### config.mk
export PLATFORM = sky130hd
export DESIGN_NAME = npc_predict_unit
export DESIGN_NICKNAME = d
export VERILOG_FILES = /design/src/rtl/npc_predict_unit.sv
export SDC_FILE = /design/constraint.sdc
export NUM_CORES = 1
export LEC_CHECK = 0
export ABC_AREA = 1
export ABC_CLOCK_PERIOD_IN_PS = 9650
export CAP_MARGIN = 15
export CELL_PAD_IN_SITES_DETAIL_PLACEMENT = 1
export CELL_PAD_IN_SITES_GLOBAL_PLACEMENT = 2
export CORE_ASPECT_RATIO = 1.25
export CORE_UTILIZATION = 23
export CTS_CLUSTER_SIZE = 40
export DETAILED_ROUTE_END_ITERATION = 16
export MAX_ROUTING_LAYER = met4
export PLACE_DENSITY = 0.91
export SLEW_MARGIN = 0
export SYNTH_ARGS = -nofsm -noshare
export SYNTH_HDL_FRONTEND = slang
export SYNTH_SLANG_ARGS = --single-unit
### constraint.sdc
create_clock -name clk -period 9.65 [get_ports clk]
set_input_delay 1.93 -clock clk [delete_from_list [all_inputs] [get_ports clk]]
set_output_delay 1.93 -clock clk [all_outputs]
set_load 0.005 [all_outputs]
### src/rtl/npc_predict_unit.sv
// rtl/npc_predict_unit.sv - next-PC register with ID-stage target resolution and optional BTB (NPC_BTB_EN)
// NPC_BTB_EN defined: direct-mapped BTB with 2-bit counters; undefined: static not-taken prediction.
module npc_predict_unit #(
  parameter int                ADDR_W    = 32,
  parameter int                BTB_DEPTH = 16,
  parameter logic [ADDR_W-1:0] RESET_PC  = ADDR_W'(32'h0000_3000)
) (
  input  logic              clk,
  input  logic              rst,
  input  logic              stall,
  output logic [ADDR_W-1:0] pc_if,
  output logic [ADDR_W-1:0] pred_npc_if,
  input  logic              id_valid,
  input  logic [1:0]        id_kind,
  input  logic              id_taken,
  input  logic [ADDR_W-1:0] id_pc,
  input  logic [ADDR_W-1:0] id_pcadd4,
  input  logic [31:0]       id_immext,
  input  logic [ADDR_W-1:0] id_gpr_rs,
  input  logic [ADDR_W-1:0] id_pred_npc,
  output logic              flush,
  output logic [ADDR_W-1:0] redirect_pc
);

  localparam logic [1:0] KIND_BR = 2'b01;
  localparam logic [1:0] KIND_J  = 2'b10;
  localparam logic [1:0] KIND_JR = 2'b11;
  // Bits of id_pcadd4 that a j/jal keeps (the 256 MB region); empty when ADDR_W = 28.
  localparam logic [ADDR_W-1:0] REGION_MASK = ADDR_W'(32'hF000_0000);

  logic [ADDR_W-1:0] seq_pc;
  logic [ADDR_W-1:0] br_target;
  logic [ADDR_W-1:0] jmp_target;
  logic [ADDR_W-1:0] actual_pc;
  logic [31:0]       imm_shift;

  assign seq_pc     = pc_if + ADDR_W'(4);
  assign imm_shift  = id_immext << 2;
  assign br_target  = id_pcadd4 + imm_shift[ADDR_W-1:0];
  assign jmp_target = (id_pcadd4 & REGION_MASK) | ADDR_W'({id_immext[25:0], 2'b00});

  always_comb begin
    actual_pc = id_pcadd4;
    case (id_kind)
      KIND_BR: actual_pc = id_taken ? br_target : id_pcadd4;
      KIND_J:  actual_pc = jmp_target;
      KIND_JR: actual_pc = id_gpr_rs;
      default: actual_pc = id_pcadd4;
    endcase
  end

  assign flush       = id_valid && (actual_pc != id_pred_npc);
  assign redirect_pc = actual_pc;

  always_ff @(posedge clk) begin
    if (rst) begin
      pc_if <= RESET_PC;
    end else if (flush) begin
      pc_if <= redirect_pc;
    end else if (!stall) begin
      pc_if <= pred_npc_if;
    end
  end

`ifdef NPC_BTB_EN
  localparam int IDX_W = $clog2(BTB_DEPTH);
  localparam int TAG_W = ADDR_W - IDX_W - 2;

  logic [BTB_DEPTH-1:0] btb_valid;
  logic [TAG_W-1:0]     btb_tag    [BTB_DEPTH];
  logic [ADDR_W-1:0]    btb_target [BTB_DEPTH];
  logic [1:0]           btb_ctr    [BTB_DEPTH];

  logic [IDX_W-1:0]  rd_idx, wr_idx;
  logic [TAG_W-1:0]  rd_tag, wr_tag;
  logic              pred_hit, wr_en, wr_hit;
  logic [1:0]        wr_ctr;
  logic [ADDR_W-1:0] wr_target;
  logic              unused_pc_lsb;

  assign rd_idx   = pc_if[IDX_W+1:2];
  assign rd_tag   = pc_if[ADDR_W-1:IDX_W+2];
  assign wr_idx   = id_pc[IDX_W+1:2];
  assign wr_tag   = id_pc[ADDR_W-1:IDX_W+2];
  assign unused_pc_lsb = ^id_pc[1:0];

  // Lookup reads the arrays before this cycle's update lands at the edge.
  assign pred_hit = btb_valid[rd_idx] && (btb_tag[rd_idx] == rd_tag) && btb_ctr[rd_idx][1];
  assign pred_npc_if = pred_hit ? btb_target[rd_idx] : seq_pc;

  // Indirect jumps are never cached: their targets change per call site.
  assign wr_en     = id_valid && ((id_kind == KIND_BR) || (id_kind == KIND_J));
  assign wr_hit    = btb_valid[wr_idx] && (btb_tag[wr_idx] == wr_tag);
  assign wr_target = (id_kind == KIND_J) ? jmp_target : br_target;

  always_comb begin
    wr_ctr = 2'b11;
    if (id_kind == KIND_BR) begin
      if (!wr_hit) begin
        wr_ctr = id_taken ? 2'b10 : 2'b01;
      end else if (id_taken) begin
        wr_ctr = (btb_ctr[wr_idx] == 2'b11) ? 2'b11 : btb_ctr[wr_idx] + 2'b01;
      end else begin
        wr_ctr = (btb_ctr[wr_idx] == 2'b00) ? 2'b00 : btb_ctr[wr_idx] - 2'b01;
      end
    end
  end

  always_ff @(posedge clk) begin
    if (rst) begin
      btb_valid <= '0;
    end else if (wr_en) begin
      btb_valid[wr_idx] <= 1'b1;
    end
  end

  always_ff @(posedge clk) begin
    if (wr_en) begin
      btb_tag[wr_idx]    <= wr_tag;
      btb_target[wr_idx] <= wr_target;
      btb_ctr[wr_idx]    <= wr_ctr;
    end
  end
`else
  localparam int unused_btb_depth = BTB_DEPTH;
  logic unused_id_pc;

  assign unused_id_pc = ^id_pc;
  assign pred_npc_if  = seq_pc;
`endif

endmodule

== Yosys cells after proc, flatten, opt, wreduce, memory -nomap -nowiden ==
Cells that the tools add are included.
Word-level totals
  flip-flop bits (word level): 32
  input port bits: 167
  logic and storage cells: 14
Cells by class
  $add $sub $neg: 2
  equal/unequal tests: 5
  muxes and demuxes: 4
  bitwise gates (word level): 1
  reduce and logical (&&, ||, !) cells: 1
Operator list (count)
  $mux W32: 3
  $pmux W32 S3: 1
  $add A32 B3 Y32 const B: 1
  $add A32 B32 Y32: 1
  $ne A32 B32 Y1: 1
  $or A32 B28 Y32: 1
  $eq A2 B2 Y1 const B: 2
  $eq A2 B1 Y1 const B: 1
  $ne A2 B1 Y1 const B: 1
  $logic_and A1 B1 Y1: 1

== Depth between registers and ports, before layout ==
  depth after elaboration: 6
  gate-level depth with buffers: 25
  gate-level depth less buffers: 25

== Least setup slack after synthesis ==
OpenSTA, ideal clock, no wires.
  path type: input to output
  start point: input id_pcadd4[2]
  end point: output flush
  arrival time: 4112 ps
  slack: 3608 ps
  cell stages on the path: 21
  path buffers: 0
  cell sequence: ha_1 > inv_1 > fa_1 > inv_1 > nand3_1 > nand3_1 > nand2_1 > nand2_1 > nand2_1 > nand4_1 > nand3_1 > nand2_1 > nand3_1 > nand2_1 > nand2_1 > nor2_1 > nand2_1 > nor2_2 > nand3_4 > nand2_8 > inv_1
Between the ends
  longest elaborated chain between the ends: 5
RTL lines
  from (decl): line 17  | input logic [ADDR_W-1:0] id_pcadd4,
  $add A32 B32 Y32: line 39  | assign br_target = id_pcadd4 + imm_shift[ADDR_W-1:0];
  $mux W32: line 45  | KIND_BR: actual_pc = id_taken ? br_target : id_pcadd4;
  $pmux W32 S3: line 44  | case (id_kind)
  via redirect_pc[18]: line 22  | output logic [ADDR_W-1:0] redirect_pc
  $ne A32 B32 Y1: line 52  | assign flush = id_valid && (actual_pc != id_pred_npc);
  $logic_and A1 B1 Y1: line 52
  to (decl): line 21  | output logic flush,
The timed path passes the listed nets, and every way through them passes these cells.

== Worst setup path after layout ==
  start point: input id_pcadd4[2]
  end point: output flush
Between the ends
  longest elaborated chain between the ends: 5
RTL lines (line)
  $add A32 B32 Y32: 39
  $mux W32: 45
  $pmux W32 S3 (*): 44
  $ne A32 B32 Y1 (*): 52
  $logic_and A1 B1 Y1 (*): 52
Mark *: on every way between the ends. The rest lies on a longest branch, timed or not.

==> impl_metrics.tcl <==
set metrics [dict create \
    outcome "finished clean" \
    max-vdd-ir-drop_mv 0.0593 \
    slowest_delay_ns 0.50 \
    ys_types 40 \
    post_cts_buffers 0 \
    synth-seq-cells 32 \
    dp_cells 1922 \
    overflow 0 \
    h-tree-depth 2 \
    reg.largest.list "pc_if: 32 flops" \
    p_leak_nw 5.02 \
    final_cell_mix "411 x nand2_1, 309 x inv_1, 229 x clkdlybuf4s50_1, 150 x nand3_1, 99 x nor2_1" \
    rsz0062_at_grt "no" \
    crit_chain "clkdlybuf4s50_1, ha_1, inv_1, fa_1, inv_1, nand3_1, nand3_1, nand2_1, nand2_1, nand2_1, nand4_1, nand3_1, nand2_1, nand3_2, nand2_1, nand2_1, nor2_1, nand2_1, nor2_2, nand3_4, nand2_8, inv_1, clkdlybuf4s50_1" \
    min_path_cells 2 \
    slowest_stage "clkdlybuf4s50_1" \
    cts-root-buf "clkbuf_16" \
    dp_hpwl_mm 26.0 \
    port_buffers 229 \
    die_h_um 194 \
    crit_family "simple AND/OR/NAND/NOR gates" \
    ff2ff_setup_slack_ns 6.71 \
    hold_viol 0 \
    netlist_area_um2 6810 \
    ant_nets 0 \
    layout_commonest_cell "nand2_1" \
    crit_fanout 63 \
    cts_buffer_depth 2 \
    cp.required_ns 7.72 \
    syn_avg_cell_area_um2 5.11 \
    crit_buf_inv 5 \
    die_area_um2 30300 \
    synthTopCellsByArea "nand2_1 23%, inv_1 17%, nand3_1 11%" \
    cts.sinks 32 \
    seq_area_frac_synth 0.0940 \
    coreArea_um2 29200 \
    hold_class "flip-flop to flip-flop" \
    drc 0 \
    syn-num-nets 1531 \
    drv_cap 0 \
    rows 70 \
    wire_per_inst_um 15.5 \
    crit_path_frequent_cell "nand2_1" \
    gp_congestion 0.899 \
    hold_path_end "pc_if[1]$_SDFFE_PP0P_" \
    min_from "pc_if[1]$_SDFFE_PP0P_" \
    grt_first_pass_wirelength_mm 47.2 \
    setup_tns_ns 0 \
    drt_iter0_drc 311 \
    clk_transition_reported_paths_ns 0.06 \
    nets 1731 \
    cts-resized-gates 0 \
    die_w_um 156 \
    skew_ns 0.00594 \
    p_per_area_nw_per_um2 84.5 \
    arrival_ns 6.33 \
    grt_pass1_vias 8833 \
    power.total_mw 0.813 \
    period_minus_slack_ns 8.26 \
    reg2reg_depth 20 \
    num_io_pins 264 \
    antenna_found_initial 12 \
    end_kind "primary output" \
    largest_reg_flops 32 \
    vias_per_cell 4.46 \
    synth_flop_cell "dfxtp_1" \
    start_kind "input pin" \
    cts_tree "yes" \
    worst_slew_margin_rel 0.312 \
    layout.cells.non_filler 1943 \
    synth_cells 1333 \
    synth_top_area_cell "nand2_1" \
    regMostFlops "pc_if" \
    fmax_mhz 121 \
    clk_latency_ns 0.29 \
    r2r_end "pc_if[30]$_SDFFE_PP0P_" \
    synth_top_area_share 0.226 \
    finalSetupViolations 0 \
    timing.rr.start "pc_if[2]$_SDFFE_PP0P_" \
    synth-edff-count 0 \
    hold_buffers 0 \
    ys.warnings.count 0 \
    via_count 8670 \
    criticalPathCategory "input pin to primary output" \
    grt_max_degree 64 \
    start_util 0.234 \
    areaGrowthSynthToFinish_pct 41.1 \
    finalMaxSlewViolations 0 \
    grt_usage 0.205 \
    drive_above_1_share 0.0476 \
    firstDrtPassIters 4 \
    synth-async-reset-ratio 0 \
    min_period_over_period 0.856 \
    cts_buffers 5 \
    wl_mm 30.2 \
    worst_pin_slew_ns 1.03 \
]
## metal layers
metal / vias to the layer above / global-route usage / share of wire
met3: 46 / 0.00557 / 0.021
met4: 0 / 0.0991 / 0.039
met5: - / - / 0
li1: 4490 / - / -
met1: 3984 / 0.238 / 0.43
met2: 150 / 0.361 / 0.51
## through the flow
stage          hold slack, ns  setup slack (ns)   util  area [um2]
2_1_floorplan           0.496              3.61      -        6810
3_3_place_gp            0.508              1.44  0.322        9400
3_5_place_dp            0.510              1.36  0.322        9400
4_1_cts                 0.518              1.34  0.329        9580
5_1_grt                 0.556             0.945  0.330        9610
6_report                0.521              1.39  0.330        9620
## worst max-delay path by stage
| stage | endpoint | slack, ns | depth (start not counted) | start |
|---|---|---|---|---|
| global route | flush | 0.95 | 23 | id_pcadd4[2] |
| floorplan | flush | 3.61 | 21 | id_pcadd4[2] |
| global placement | flush | 1.44 | 23 | id_pcadd4[2] |
| finish | flush | 1.39 | 23 | id_pcadd4[2] |
| CTS | flush | 1.34 | 23 | id_pcadd4[2] |
| detailed placement | flush | 1.36 | 23 | id_pcadd4[2] |
## worst min-delay path, cell delays in order (launching register included)
cell and delay [ns]:
dfxtp_1 0.32, nor2_1 0.11, nor2_1 0.05
## report_power, final
group | total [mW] | switching [mW] | internal (mW) | leakage [nW]
clock | 0.198 | 0.0623 | 0.136 | 0.0902
combinational | 0.456 | 0.249 | 0.207 | 4.66
sequential | 0.159 | 0.0156 | 0.143 | 0.266
## kinds of logic (layout without fill, tap and decap cells)
group	count (synthesis)	in the layout	synth area share
DFF	32	32	0.0940
other	0	13	0
AOI/OAI and AO/OA	127	127	0.0977
buffers and inverters	356	557	0.210
adders and majority gates	31	31	0.0580
xor gates and xnor gates	38	38	0.0488
and+or+nand+nor	749	749	0.491
## cell type report
type                            instances  area [um2]
Antenna cell                           13        32.5
Multi-Input combinational cell        945        4740
Clock buffer                            7         153
Fill cell                            3942       19500
Sequential cell                        32         641
Timing Repair Buffer                  237        2350
Tap cell                              396         495
Clock inverter                          1        30.0
Inverter                              312        1170
## Yosys cell counts, types with 3 or more instances
cell,number
a21oi_1,71
buf_1,3
buf_2,9
buf_4,9
buf_8,3
clkbuf_1,17
dfxtp_1,32
ha_1,30
inv_1,309
nand2_1,411
nand2_2,5
nand3_1,150
nand3_2,20
nand3b_1,4
nand4_1,29
nor2_1,99
nor2_2,18
o21ai_0,40
o21ai_1,9
o21ai_2,3
xnor2_1,16
xor2_1,22
No activity file was read; power rests on OpenSTA's default activity.
